[src/rtl/uart_pkg.sv]
// Shared types and constants for the oversampling UART receiver.
// Pure declarations: no logic, no latency, no flow control.
package uart_pkg;

  typedef enum logic [2:0] {IDLE, START, DATA, PARITY, STOP} state_t;

  localparam int PAR_NONE = 0;
  localparam int PAR_EVEN = 1;
  localparam int PAR_ODD  = 2;

  function automatic int cnt_w(input int n);
    return (n < 2) ? 1 : $clog2(n);
  endfunction

endpackage

[src/rtl/uart_rx_sync.sv]
// rx synchroniser (2 flops, reset to idle-high); with UART_RX_MAJORITY_EN, bit_val is a 2-of-3 vote
// over the last three rx_en ticks, otherwise bit_val = rx_s. Latency 2 clk; no backpressure.
module uart_rx_sync (
  input  logic clk,
  input  logic reset,
  input  logic rx,
`ifdef UART_RX_MAJORITY_EN
  input  logic rx_en,
`endif
  output logic rx_s,
  output logic bit_val
);

  logic rx_m;

  always_ff @(posedge clk) begin
    if (reset) begin
      rx_m <= 1'b1;
      rx_s <= 1'b1;
    end else begin
      rx_m <= rx;
      rx_s <= rx_m;
    end
  end

`ifdef UART_RX_MAJORITY_EN
  // hist[0] = rx_s at previous tick (centre), hist[1] = two ticks back (centre-1)
  logic [1:0] hist;

  always_ff @(posedge clk) begin
    if (reset) begin
      hist <= 2'b11;
    end else if (rx_en) begin
      hist <= {hist[0], rx_s};
    end
  end

  assign bit_val = (hist[1] & hist[0]) | (hist[1] & rx_s) | (hist[0] & rx_s);
`else
  assign bit_val = rx_s;
`endif

endmodule

[src/rtl/uart_rx_multi.sv]
// Parametrised UART receiver (optional UART_RX_MAJORITY_EN vote); data_valid rises 1 clk after the
// last stop-bit sample tick. Frames arriving while data_valid is held are dropped and flag overrun.
module uart_rx_multi #(
  parameter int DATA_BITS   = 8,
  parameter int PARITY_MODE = 1,
  parameter int STOP_BITS   = 1,
  parameter int OVERSAMPLE  = 16
) (
  input  logic                 clk,
  input  logic                 reset,
  input  logic                 rx,
  input  logic                 rx_en,
  output logic [DATA_BITS-1:0] data_out,
  output logic                 data_valid,
  input  logic                 data_ack,
  output logic                 parity_error,
  output logic                 frame_error,
  output logic                 overrun,
  output logic                 busy
);
  import uart_pkg::*;

  localparam int TW = cnt_w(OVERSAMPLE);
  localparam int BW = cnt_w((DATA_BITS > STOP_BITS) ? DATA_BITS : STOP_BITS);
`ifdef UART_RX_MAJORITY_EN
  localparam int MAJ_DLY = 1;
`else
  localparam int MAJ_DLY = 0;
`endif
  // The vote completes one tick after centre; shifting the start decision shifts every later bit too.
  localparam logic [TW-1:0] T_START = TW'(OVERSAMPLE / 2 - 1 + MAJ_DLY);
  localparam logic [TW-1:0] T_BIT   = TW'(OVERSAMPLE - 1);
  localparam logic [BW-1:0] B_DATA  = BW'(DATA_BITS - 1);
  localparam logic [BW-1:0] B_STOP  = BW'(STOP_BITS - 1);

  state_t               state;
  logic [TW-1:0]        tcnt;
  logic [BW-1:0]        bcnt;
  logic [DATA_BITS-1:0] sr;
  logic                 pe_r;
  logic                 fe_r;
  logic                 rx_s;
  logic                 bit_val;

  uart_rx_sync u_sync (
    .clk     (clk),
    .reset   (reset),
    .rx      (rx),
`ifdef UART_RX_MAJORITY_EN
    .rx_en   (rx_en),
`endif
    .rx_s    (rx_s),
    .bit_val (bit_val)
  );

  logic [TW-1:0] tcnt_nx;
  logic          at_bit;
  logic          done;
  logic          fe_fin;
  logic          par_x;

  assign tcnt_nx = (tcnt == T_BIT) ? '0 : tcnt + TW'(1);
  assign at_bit  = rx_en && (tcnt == T_BIT);
  assign done    = at_bit && (state == STOP) && (bcnt == B_STOP);
  assign fe_fin  = fe_r | ~bit_val;
  assign par_x   = (^sr) ^ bit_val;
  assign busy    = (state != IDLE);

  always_ff @(posedge clk) begin
    if (reset) begin
      state        <= IDLE;
      tcnt         <= '0;
      bcnt         <= '0;
      sr           <= '0;
      pe_r         <= 1'b0;
      fe_r         <= 1'b0;
      data_out     <= '0;
      data_valid   <= 1'b0;
      parity_error <= 1'b0;
      frame_error  <= 1'b0;
      overrun      <= 1'b0;
    end else begin
      if (rx_en) begin
        case (state)
          IDLE: begin
            if (!rx_s) begin
              state <= START;
              tcnt  <= '0;
            end
          end
          START: begin
            if (tcnt == T_START) begin
              tcnt <= '0;
              bcnt <= '0;
              state <= bit_val ? IDLE : DATA;
            end else begin
              tcnt <= tcnt_nx;
            end
          end
          DATA: begin
            tcnt <= tcnt_nx;
            if (tcnt == T_BIT) begin
              sr <= {bit_val, sr[DATA_BITS-1:1]};
              if (bcnt == B_DATA) begin
                bcnt  <= '0;
                pe_r  <= 1'b0;
                fe_r  <= 1'b0;
                state <= (PARITY_MODE != PAR_NONE) ? PARITY : STOP;
              end else begin
                bcnt <= bcnt + BW'(1);
              end
            end
          end
          PARITY: begin
            tcnt <= tcnt_nx;
            if (tcnt == T_BIT) begin
              pe_r  <= (PARITY_MODE == PAR_ODD) ? ~par_x : par_x;
              state <= STOP;
            end
          end
          STOP: begin
            tcnt <= tcnt_nx;
            if (tcnt == T_BIT) begin
              fe_r <= fe_fin;
              if (bcnt == B_STOP) begin
                state <= IDLE;
              end else begin
                bcnt <= bcnt + BW'(1);
              end
            end
          end
          default: state <= IDLE;
        endcase
      end

      // An ack in the completion cycle frees the slot, so the new frame loads without overrun.
      if (done && (!data_valid || data_ack)) begin
        data_out     <= sr;
        parity_error <= pe_r;
        frame_error  <= fe_fin;
        data_valid   <= 1'b1;
        overrun      <= 1'b0;
      end else if (done) begin
        overrun <= 1'b1;
      end else if (data_valid && data_ack) begin
        data_valid <= 1'b0;
        overrun    <= 1'b0;
      end
    end
  end

endmodule
[config.mk]
export PLATFORM = sky130hd
export DESIGN_NAME = uart_rx_multi
export DESIGN_NICKNAME = d
export VERILOG_FILES = /design/src/rtl/uart_pkg.sv /design/src/rtl/uart_rx_sync.sv /design/src/rtl/uart_rx_multi.sv
export SDC_FILE = /design/constraint.sdc
export NUM_CORES = 1
export LEC_CHECK = 0
export BUFFER_PORTS_ARGS = -buffer_cell sky130_fd_sc_hd__buf_4
export CORE_AREA = 8 8 67 84
export CTS_BUF_LIST = sky130_fd_sc_hd__clkbuf_8
export DETAILED_ROUTE_END_ITERATION = 6
export DIE_AREA = 0 0 75 92
export PLACE_DENSITY = 0.64
export SYNTH_ARGS = -nofsm -noshare
export SYNTH_HDL_FRONTEND = slang
export SYNTH_HIERARCHICAL = 1
export SYNTH_SLANG_ARGS = --single-unit
[constraint.sdc]
create_clock -name clk -period 2.4 [get_ports clk]
set_input_delay 0.72 -clock clk [delete_from_list [all_inputs] [get_ports clk]]
set_output_delay 0.72 -clock clk [all_outputs]
set_load 0.05 [all_outputs]
### Yosys cells after proc, flatten, opt, wreduce, memory -nomap -nowiden

Cells that the tools add are included.

* register bits after elaboration: 34
* bits of input ports: 5
* output and inout bits: 13
* word-level logic and storage cells: 89

* add/sub/neg operators: 2
* equal/unequal tests: 16
* mux-type cells: 29
* bitwise gates (word level): 3
* reductions and logical operators: 26

Operator list (count)
* two-way mux 3 bit: 12
* case mux 3 bit (5 select lines): 1
* inequality test 2 bit (second input constant): 7
* two-way mux 4 bit: 3
* case mux 4 bit (3 select lines): 1
* AND reduction 5 bit: 2
* case mux 3 bit (3 select lines): 1
* nonzero test 3 bit: 3
* two-way mux 1 bit: 8
* AND reduction 8 bit: 1
* nonzero test 2 bit: 4
* XOR reduction 8 bit: 1
* equality test 3 x 2 -> 1 bit (second input constant): 2
* equality test 3 bit (second input constant): 2
* logical NOT 3 bit: 2
* AND reduction 3 bit: 2
* AND reduction 6 bit: 1
* logical AND 1 bit: 5
* adder 4 x 1 -> 4 bit (second input constant): 1
* equality test 4 x 3 -> 1 bit (second input constant): 1
* equality test 4 bit (second input constant): 1
* inequality test 2 x 1 -> 1 bit (second input constant): 2
* case mux 1 bit (2 select lines): 2
* adder 3 x 1 -> 3 bit (second input constant): 1
* 10 further kinds: 10

### Longest topological paths before layout

Gate-level depths: netlist (run 1).

* word-level depth: 7
* mapped depth: 8
* gate-level depth less buffers: 7

### Hierarchy

The synthesis (run 1) kept the hierarchy.

By module, submodules not included
* uart_rx_multi: instances 1, cells each 179, area an instance 1612.8 um^2, seq. area each 640.6 um^2
* uart_rx_sync: instances 1, cells each 5, area an instance 60.1 um^2, seq. area each 40.0 um^2

### Worst setup path before layout (run 1)

OpenSTA, ideal clock, no wires.

* path type: input to register
* start: input rx_en
* end: register bcnt[2]
* library setup time: 70 ps
* arrival: 1807 ps
* data required time: 2330 ps
* setup slack: 522 ps
* stages: 4
* buffers on the path: 1
* path through: clkbuf_1 -> o21ai_1 -> or4_1 -> a21oi_1

* word-level cells in the longest chain between the ends: 1

RTL lines
* start: declaration: RTL line uart_rx_multi.sv:12 `input logic rx_en,`
* AND reduction 6 bit (no line)
* end signal: assignment: RTL line uart_rx_multi.sv:110 `bcnt <= bcnt + BW'(1);`
* end signal: assignment: RTL line uart_rx_multi.sv:128 `bcnt <= bcnt + BW'(1);`
* end: declaration: RTL line uart_rx_multi.sv:38 `logic [BW-1:0] bcnt;`

No other way between the ends.
A chain may end at the register's enable or synchronous reset.

### Worst setup path in the final report (run 1)

* start: register bcnt[0]
* end: register bcnt[0]

* word-level cells in the longest chain between the ends: 4
* elaborated cells between the ends (all ways): 10
* classes of those cells: add/sub: 1; eq/ne: 2; mux: 5; reduce/logical: 2

RTL lines
* adder 3 x 1 -> 3 bit or equality test 3 bit (tied branches): RTL line uart_rx_multi.sv:110, uart_rx_multi.sv:128, uart_rx_multi.sv:104
* two-way mux 3 bit, on equally long branches: RTL line uart_rx_multi.sv:125, uart_rx_multi.sv:104
* two-way mux 3 bit, on equally long branches: RTL line uart_rx_multi.sv:123, uart_rx_multi.sv:102
* case mux 3 bit (3 select lines): RTL line uart_rx_multi.sv:84 `case (state)`

Several ways; a longest one is shown, not always the timed one. The select of a mux whose other input is x is not followed.

==> impl.org, run 1 <==
** Timing
- At the pin with the least slew margin, the transition time is 0.4539 ns.
- Setup violations remaining at the end of the flow were counted as 0.
- Setup repair after global routing missed its margin :: no
- The final number of hold-violating endpoints is 0.
- Slew headroom :: 69.54%
- The number of pins with negative max-slew slack in the final report came to 0.
- Highest Clock Rate :: 0.4966 GHz
- Worst-case clock skew :: 0.003456 ns
- Total Negative Setup Slacks :: 0 ns
- The worst path uses 83.90% of the clock period.
- Period minus WS final :: 2.014 ns

** Final layout
- Final Cell Area :: 1919 um2
- Relative to the synthesized area, the layout overhead comes to 14.73%.
- Register area :: 680.7 um2
- The finished layout holds 257 standard cells, fillers aside.
- Area of the multi-input gates :: 907.1 um2
- ANT cells :: 0
- Final nets :: 209
- Fraction of final layout cells with drive strength greater than 1 :: 16.58%
- Number of filler instances in the final layout :: 457

** Pwr
- Summing internal, switching and leakage power gives 1.028 mW.
- Power density normalized to cell area :: 535.5 nW/um2
- IR analysis of the VDD net gives a maximum drop of 0.0004376 V.
- In this run the static leakage power is 0.6833 nW.

** Worst setup path
- Data on the critical path is required at its endpoint by 2.62 ns.
- The worst setup path is launched from a flop.
- Biggest fanout along the worst timing path :: 4
- Worst endpoint data arrival time :: 2.23 ns
- Stage delay of the slowest cell on the critical path :: 0.44 ns
- Critical-path top delay cell :: or4b_1
- The cell that appears most often on the critical path is ha_1.
- Cell-by-cell listing of the critical path :: ha_1 -> ha_1 -> or3b_1 -> a21oi_2 -> or4b_1 -> a21oi_1
- The worst setup path is captured at a flop.
- The setup path with the least slack is of type reg2reg.

** Clock tree
- TritonCTS built the clock tree.
- The clock reaches the later pin of the worst-skew pair after 0.29 ns.
- Total of cells resized after clock tree synthesis :: 0
- The clock passes through at most 2 buffers.
- Clock transition at the registers of the reported paths :: 0.07 ns
- Buffers inserted during clock tree synthesis total 5.
- Buffers added to address setup during post-CTS repair amount to 0.
- Cts-stage hold buffer count :: 0
- CTS sink cnt :: 34
- The clock tree synthesis step divided the H-tree into 2 levels.
- Cell at the root of the clock tree :: clkbuf_8

** Synth
- Flip-flop and latch count after synthesis :: 34
- Dominant register cell in the synthesized netlist :: dfxtp_1
- After synthesis, the most frequently instantiated cells are 34 x dfxtp_1, 26 x nor2_1, 19 x mux2i_1.
- In this run the mean area of a mapped cell was 9.092 um2.
- After synthesis, the largest area contributor takes up 40.69% of total cell area.
- Synthesized instance count :: 184
- The synthesized design contains 0 enable-type register cells.
- Cell types with the largest area share after synthesis :: dfxtp_1 41%, mux2i_1 11%, nor2_1 5.8%
- Seq/Total Area, Yosys :: 40.69%
- Netlist Area Pre-Place :: 1673 um2
- The synthesized netlist contains 44 unique library cells.
- The number of nets handed over by synthesis was 193.
- For this run, the number of Yosys warnings is 6.
- The largest total area in the synthesized netlist belongs to dfxtp_1.
- For this run, asynchronously set or reset flops after synthesis account for 0%.
- Yosys instantiated no cell more often than dfxtp_1.

** Floorplan
- Starting Density :: 38.99%
- Die Outline Area :: 6900 um2
- In this run the core area contains 27 standard-cell rows.
- Measured along the x axis, the die boundary spans 75 um.
- Die outline height :: 92 um
- 18 I/O pins were placed.
- The region available for standard cell placement spans 4290 um2.

** Placed design
- Total cell area at the placement stage :: 1837 um2
- GP Congestion :: 0.7728
- The wire-length estimate of the detail-placed layout is 2.317 mm.
- Dpl cells :: 251
- The count of buffers added on input and output ports is 17.

** Drt
- DRC viols :: 0
- DR vias :: 1301
- Vias per inst :: 5.062
- For this block, the routed nets add up to 3.301 mm of wire.
- After detailed routing, the average wire length per cell comes to 12.84 um.
- Drt pass-1 iters :: 4
- DRT antenna net count :: 0
- For this block, the initial DRC count from the detailed router was 69.

** Job
- Across the run, the number of max-cap violations was 0.

** Global routing
- Total GRT Usage :: 10.77%
- Global routing finished with a remaining overflow of 0.
- Number of antenna violations at the first check in global routing :: 0
- Pin count of the biggest net entering global routing :: 37
- Vias in the first global route :: 1262
- Global-route wire length before repair :: 5.844 mm

** Run status
- The flow ran to the end, and the final reports show no timing, DRC or antenna violations.

** Min path
- Path class of the lowest-slack min-delay path :: reg2reg
-- metal layers --
metal	share of wire, %	vias up	global-route usage [%]
met1	46	607	12.19
met4	2.2	0	5.902
met2	48	13	17.20
met3	3.9	7	3.377
met5	0	-	0
li1	-	674	-
-- cell type report --
class / instances / share of cell area, %
multi-input cells: 132 / 47.26
flip-flops and latches: 34 / 35.46
repair buffers: 20 / 7.823
clock buffers: 6 / 4.302
well taps: 58 / 3.781
inverters: 7 / 1.369
-- cells in the final DEF (no fill, tap or decap), types with 2 or more instances in the layout --
cell type,synthesis,routed
o21ai_1,2,2
nand3_1,3,3
or3b_1,2,2
a21oi_1,9,9
a32oi_1,2,2
a311oi_1,2,2
nor2_1,26,26
nand4_1,3,3
dfxtp_1,34,34
xnor2_1,8,8
clkbuf_8,0,6
mux2i_1,19,19
or2_1,2,2
nor2b_1,6,6
o21ai_0,12,12
inv_1,7,7
o22ai_1,2,2
ha_1,4,4
buf_4,4,20
nand3b_1,2,2
nand2b_1,2,2
nand2_1,4,4
o211ai_1,2,2
-- kinds of logic after synthesis --
| group | after synthesis | share of synthesized area [%] |
|---|---|---|
| AND/OR/NAND/NOR | 61 | 20.04 |
| AO/OA/AOI/OAI | 39 | 15.11 |
| flip-flops | 34 | 40.69 |
| multiplexers | 19 | 11.37 |
| buffers and inverters | 18 | 5.087 |
| XOR/XNOR | 9 | 4.712 |
| adder cells (fa/ha/maj) | 4 | 2.992 |
-- where the power goes --
group	leakage, nW	internal [mW]	switching, mW
clock	0.0431	0.221	0.197
sequential	0.274	0.567	0.00375
combinational	0.366	0.0144	0.0247
total	0.683	0.802	0.226
-- final timing paths --
path / from / to / slack, ns / cells past startpoint
max: bcnt[0] / bcnt[0] / 0.39 / 6
min: u_sync/rx_m / u_sync/bit_val / 0.41 / 1
max reg2reg: bcnt[0] / bcnt[0] / 0.39 / 6
min reg2reg: u_sync/rx_m / u_sync/bit_val / 0.41 / 1
-- registers in the layout, indices dropped and copies added, names as in the netlist --
register	flops
data_out	8
sr	8
tcnt	4
bcnt	3
state	3
data_valid	1
fe_r	1
frame_error	1
overrun	1
parity_error	1
pe_r	1
u_sync/bit_val	1
u_sync/rx_m	1
-- stage by stage --
step	util, %	setup WS [ns]	hold WS [ns]
CTS	44.74	0.3627	0.4114
floorplan	-	0.5221	0.3854
global placement	42.81	0.4089	0.3892
global route	44.74	0.2212	0.4305
finish	44.74	0.3865	0.4080
detailed placement	42.81	0.3812	0.3956
-- worst max-delay path, delay by kind of cell, from the launching register on --
kind | cells | cell delay (ns)
fa+ha+maj | 2 | 0.43
simple gates | 2 | 0.84
flops | 1 | 0.33
compound gates | 2 | 0.34
No activity file was read; power rests on OpenSTA's default activity.
==> inputs of run 2 (changes only) <==
Clock period 2.4 ns to 1.91 ns, I/O delays scaled along.
==> impl.org, run 2 (synthesis results as in run 1) <==
** Pwr
- Sequential cells burn 50.4% of the power.
- Standby leakage power :: 0.7407 nW
- Gate power share :: 3.9%
- For this design the ratio of total power to cell area is 690.8 nW/um2.
- In this run, the clock network consumes 45.7% of the power.
- IR analysis of the VDD net gives a maximum drop of 0.0004227 V.
- Internal power comes to 1.116 mW.
- Net Sw Frac :: 21.16%
- In this run the power spent charging and discharging nets is 0.2996 mW.

** Global routing
- Vias in the first global route :: 1321
- Number of antenna violations at the first check in global routing :: 0
- After global routing the overflow that remains totals 0.
- Total GRT Usage :: 10.38%
- Global-route wire length before repair :: 5.727 mm
- Entering global routing, the biggest net connects 37 pins.

** Drt
- Drt pass-1 iters :: 4
- The detailed router placed 1352 vias in this run.
- The detailed router finished its first iteration with 93 violations.
- Routed wire per std cell :: 12.50 um
- In this run the remaining antenna-violating nets after routing total 0.
- After detailed routing, the number of remaining DRC violations is 0.
- Wirelength, routed :: 3.349 mm
- Vias per inst :: 5.045

** Clock tree
- Clock-pin slew was measured on the worst setup and hold paths at 0.07 ns.
- TritonCTS Buffers :: 5
- Htree depth :: 2
- The clock net in this run drives a total of 34 sinks.
- For this design, the CTS-stage hold fixing added 0 buffers.
- CTS placed an instance of clkbuf_8 at the clock tree root.
- CTS tree :: built
- The clock passes through at most 2 buffers.
- The clock reaches the later pin of the worst-skew pair after 0.29 ns.

** Timing
- Setup slack closes at 0.02372 ns.
- Setup repair after global routing missed its margin :: yes
- In this run the tightest slew margin relative to its limit is 70.43%.
- Highest Clock Rate :: 0.5301 GHz
- The clock arrives with 0.006741 ns of skew.
- Least-Margin Pin Slew :: 0.4416 ns
- The number of pins with negative max-slew slack in the final report came to 0.
- Final Hold Fails :: 0
- Post-route fraction of the period consumed by the critical path :: 98.76%
- Period minus WS final :: 1.886 ns
- Setup violations remaining at the end of the flow were counted as 0.

** Floorplan
- The die covers 6900 um2.
- Starting Density :: 38.99%
- Count of boundary I/O pins :: 18
- The total area inside the core boundary comes to 4290 um2.
- Die outline height :: 92 um
- The initialized floorplan defines 27 standard-cell rows.
- Measured along the x axis, the die boundary spans 75 um.

** Final layout
- 0 antenna diodes ended up in the layout.
- Final nets :: 218
- Biggest regs :: data_out x8, sr x8, tcnt x4
- Top library cells by usage in the layout, fill and taps aside :: 32 x dfxtp_1, 28 x buf_4, 26 x nor2_1
- After routing the design area is 2049 um2.
- Growth of design area from synthesis to finish :: 22.51%
- Non-filler instance count after layout :: 268
- Fraction of final layout cells with drive strength greater than 1 :: 25.24%
- The library cell used most frequently in the layout, excluding fill and tap cells, is dfxtp_1.
- Number of filler instances in the final layout :: 443

** Worst setup path
- Stage delay of the slowest cell on the critical path :: 0.46 ns
- The worst setup path is of the reg2reg kind.
- The cell family contributing the most delay on the critical path is simple AND/OR/NAND/NOR gates.
- The critical path contains buffers and inverters numbering 0 combined.
- STA classifies the critical path startpoint as a flop.
- Traced cell by cell, the critical path runs through ha_2 -> ha_4 -> or3b_4 -> a21oi_2 -> or4b_1 -> a21oi_1.
- STA classifies the critical path endpoint as a flop.
- In this run the worst path has a maximum fanout of 4.
- Data required time at the worst endpoint :: 2.13 ns
- For this design, the slowest cell found on the critical path is or4b_1.
- Worst endpoint data arrival time :: 2.11 ns

** Placed design
- GP Congestion :: 0.8226
- Input and output buffers added on the ports amount to 17.
- Hpwl dp :: 2.328 mm
- Dpl cells :: 259
- Summing all placed instances gives a cell area of 1897 um2.
- Post-placement setup slack :: -0.04267 ns

** Min path
- In this run the worst hold path is classified as reg2reg.

** Job
- The tool flagged a number of max-cap violations equal to 0.

** Run status
- The run finished with clean final reports.
==> run 2: cell count changes in the layout (fill, tap and decap cells not counted), moves of 2 or more <==
cell,change
buf_4,+8
clkinv_2,+2
dfxtp_1,-2
dfxtp_2,+2
ha_1,-3
ha_2,+2
==> run 2: stage by stage <==
stage / total power, mW / hold slack [ns] / setup TNS (ns) / util, %
4_1_cts: 1.439 / 0.4201 / 0 / 47.01
6_report: 1.416 / 0.4123 / 0 / 47.77
2_1_floorplan: 0.7684 / 0.3854 / 0 / -
3_3_place_gp: 0.7845 / 0.3885 / 0 / 44.21
3_5_place_dp: 0.7846 / 0.3924 / -0.04267 / 44.21
5_1_grt: 1.464 / 0.4335 / -0.05617 / 47.77
==> run 2: cell type report <==
cell class	instances	area, um2	share of cell area [%]
inverter	7	26.28	1.282
timing repair buffer	29	221.5	10.81
clock inverter	3	40.04	1.954
multi-input combinational	132	937.1	45.73
sequential	34	683.2	33.33
clock buffer	5	68.82	3.358
tap	58	72.57	3.541
==> run 2: repair_timing <==
action	in CTS	in global routing
hold endpoints to repair	0	0
resized for setup	4	7
pin swaps	1	2
setup endpoints to repair	2	15
setup buffers	0	1
==> run 2: routing by layer <==
layer / vias to the layer above / routed length (um) / track usage (%)
li1: 698 / - / -
met1: 633 / 1497 / 11.50
met2: 16 / 1683 / 17.05
met3: 5 / 131 / 3.922
met4: 0 / 36 / 4.262
met5: - / 0 / 0
==> run 2: worst register-to-register path: stages (launching register included) <==
cell     delay, ns
dfxtp_2       0.34
ha_2          0.20
ha_4          0.16
or3b_4        0.37
a21oi_2       0.16
or4b_1        0.46
a21oi_1       0.13
==> run 2: final timing paths <==
kind	startpoint	to	slack (ns)	cells past startpoint
hold reg to reg	u_sync/rx_m	u_sync/bit_val	0.41	1
setup / recovery	bcnt[0]	bcnt[0]	0.02	6
setup reg to reg	bcnt[0]	bcnt[0]	0.02	6
hold / removal	u_sync/rx_m	u_sync/bit_val	0.41	1
==> run 2: power by group through the flow <==
stage                     Sequential (mW)  Combinational (mW)  Clock (mW)
after floorplan                     0.730              0.0387           0
final                               0.714              0.0548       0.647
after global routing                0.714              0.0603       0.690
after detailed placement            0.730              0.0543           0
after global placement              0.730              0.0542           0
after CTS                           0.714              0.0548       0.670
==> inputs of run 3 (changes only) <==
Settings changed: BUFFER_PORTS_ARGS -buffer_cell sky130_fd_sc_hd__buf_4 to unset, DONT_BUFFER_PORTS set to 1, MAX_ROUTING_LAYER set to met4, PLACE_DENSITY 0.64 to 0.6.
==> impl.org, run 3 (synthesis results as in run 1) <==
** Timing
- Slew headroom :: 65.13%
- Post-route worst setup slack :: -0.01202 ns
- Max-slew violation count :: 0
- Final Hold Fails :: 0
- Highest Clock Rate :: 0.5203 GHz
- For the pin with the worst max-slew slack, the measured transition is 0.5223 ns.
- Setup violations remaining at the end of the flow were counted as 1.
- Period minus WS final :: 1.922 ns
- Setup repair after global routing missed its margin :: yes
- For the final database, setup skew stands at 0.007835 ns.
- The final critical path takes up 100.6% of the cycle.
- Total Negative Setup Slacks :: -0.01202 ns

** Final layout
- Number of filler instances in the final layout :: 414
- From synthesis to final layout, the design area changed by 18.03%.
- Most frequent standard cell in the layout excluding fill and tap cells :: dfxtp_1
- In the final design database the tool counted 202 nets.
- The top cell types in the final layout, fill and taps aside, are 28 x dfxtp_1, 26 x nor2_1, 19 x mux2i_1.
- ANT cells :: 0
- Fraction of final layout cells with drive strength greater than 1 :: 23.20%
- Biggest regs :: data_out x8, sr x8, tcnt x4

** Min path
- Endpoint, Worst Hold :: state[0]
- Path class of the lowest-slack min-delay path :: in2reg
- The startpoint identified for the worst hold timing path is reset.
- Counting instances, the worst hold path has a depth of 1.

** Drt
- The detailed router finished its first iteration with 47 violations.
- Routed wire per std cell :: 14.00 um
- After detailed routing, the number of vias per cell comes to 5.226.
- Before antenna repair, the detailed router went through 4 iterations.
- The detail route stage leaves a number of antenna-violating nets equal to 0.
- Wires add up to 3.527 mm.
- For this block, the via count after detailed routing is 1317.
- In the routed design, unresolved DRC markers number 0.

** Clock tree
- For this design, the sink count on the clock tree is 34.
- Clk_lat worst skew :: 0.29 ns
- CTS placed an instance of clkbuf_8 at the clock tree root.
- Htree depth :: 2
- TritonCTS built the clock tree.
- In this run the deepest clock path goes through 2 buffers.
- In this run, CTS created clock tree buffers numbering 5.
- Clock transition at the registers of the reported paths :: 0.07 ns

** Run status
- Violations in the final reports :: setup timing
- Run status :: finished, violations left

** Pwr
- Net switching is 21.74% of the power.
- Standby leakage power :: 0.6688 nW
- Int Pwr :: 1.012 mW
- Per report_power, the clock group accounts for 42.1% of the total.
- VDD sags by at most 0.0004024 V.
- Dividing total power by cell area gives a power density of 654.7 nW/um2.
- The design draws 1.293 mW.
- Gate power share :: 2.7%
- Summed over all nets, the switching power comes to 0.2810 mW.
- Sequential cells burn 55.2% of the power.

** Global routing
- The number of antenna violations at the first check in global routing is 0.
- Global-route wire length before repair :: 5.982 mm
- After global routing the overflow that remains totals 0.
- The via count of the first global-routing pass came to 1326.
- Pin count of the biggest net entering global routing :: 37
- Global routing consumed, over all layers together, 11.36% of the routing resources.

** Floorplan
- Count of boundary I/O pins :: 18
- Once the floorplan was initialized, standard cells occupied 38.99% of the core.
- Row Count :: 27
- Die outline height :: 92 um
- The core region is 4290 um2.
- The die covers 6900 um2.
- Measured along the x axis, the die boundary spans 75 um.

** Worst setup path
- By startpoint and endpoint, the worst setup path is classified as reg2reg.
- Data required time at the worst endpoint :: 2.13 ns
- Worst endpoint data arrival time :: 2.14 ns
- FF-to-FF setup slack :: -0.01 ns
- Critical register-to-register path startpoint :: bcnt[0]
- Kind of capture point of the worst setup path :: flop
- For the worst flop-to-flop path, the logic depth is 6.
- Endpoint of the worst-slack reg-to-reg timing path :: bcnt[0]
- Critical Path Start Type :: flop
- Biggest fanout along the worst timing path :: 4

** Placed design
- The wire-length estimate of the detail-placed layout is 2.381 mm.
- The congestion estimate from routability-driven global placement came to 0.8464.
- Buffers placed on the I/O ports in this run total 0.

** Job
- The tool flagged a number of max-cap violations equal to 0.
run 3: cell count changes in the layout (fill, tap and decap cells not counted), sizes merged:
cell	previous run	this run
clkbuf	5	7
clkinv	2	1
buf	29	12
bufinv	1	0
inv	7	8
run 3: how the worst max path moves through the flow:
stage	from	endpoint	slack, ns	cells after the start
floorplan	bcnt[0]	bcnt[0]	0.08	6
global placement	bcnt[0]	bcnt[0]	0.05	6
detailed placement	bcnt[0]	bcnt[0]	-0.04	6
CTS	bcnt[0]	bcnt[0]	-0.01	6
global route	bcnt[0]	bcnt[0]	-0.06	6
finish	bcnt[0]	bcnt[0]	-0.01	6
run 3: power groups by stage:
stage	Combinational, mW	Sequential [mW]	Clock (mW)
floorplan	0.0387	0.730	0
global placement	0.0321	0.732	0
detailed placement	0.0328	0.732	0
CTS	0.0333	0.716	0.559
global route	0.0382	0.713	0.597
finish	0.0348	0.713	0.545
run 3: stage by stage:
stage | util [%] | cell area (um2) | hold slack (ns) | setup WS [ns] | instances
after floorplan | - | 1673 | 0.3854 | 0.07543 | 184
after detailed placement | 41.18 | 1767 | 0.3936 | -0.04364 | 240
after global placement | 41.18 | 1767 | 0.3916 | 0.04652 | 240
after global routing | 46.02 | 1974 | 0.3292 | -0.06093 | 252
final | 46.02 | 1974 | 0.3472 | -0.01202 | 252
after CTS | 43.66 | 1873 | 0.3284 | -0.01043 | 248
run 3: cell type report:
cell class                 instances  area (um2)  share of cell area [%]
clock buffer                       6       82.58                   4.183
clock inverter                     2       8.758                  0.4436
inverter                           7       26.28                   1.331
multi-input combinational        132       977.2                   49.49
sequential                        34       693.2                   35.11
tap                               58       72.57                   3.676
timing repair buffer              13       113.9                   5.767
run 3: layer usage:
| layer | wire length (um) | global-route usage [%] |
|---|---|---|
| met1 | 1404 | 11.61 |
| met2 | 1873 | 18.42 |
| met5 | 0 | - |
| met3 | 165 | 3.813 |
| met4 | 82 | 6.066 |
run 3: critical path: stages, from the launching register on:
cell and delay [ns]:
dfxtp_4 0.36, ha_4 0.16, ha_4 0.16, or3b_4 0.40, a21oi_2 0.16, or4b_4 0.47, a21oi_2 0.15
run 3: what timing repair did:
| item | CTS | global route |
|---|---|---|
| gates cloned | 0 | 1 |
| pin swaps | 2 | 9 |
| hold endpoints to repair | 0 | 0 |
| setup buffers | 0 | 3 |
| hold buffers | 0 | 0 |
| endpoints found under the setup margin | 4 | 23 |
| resized for setup | 6 | 20 |
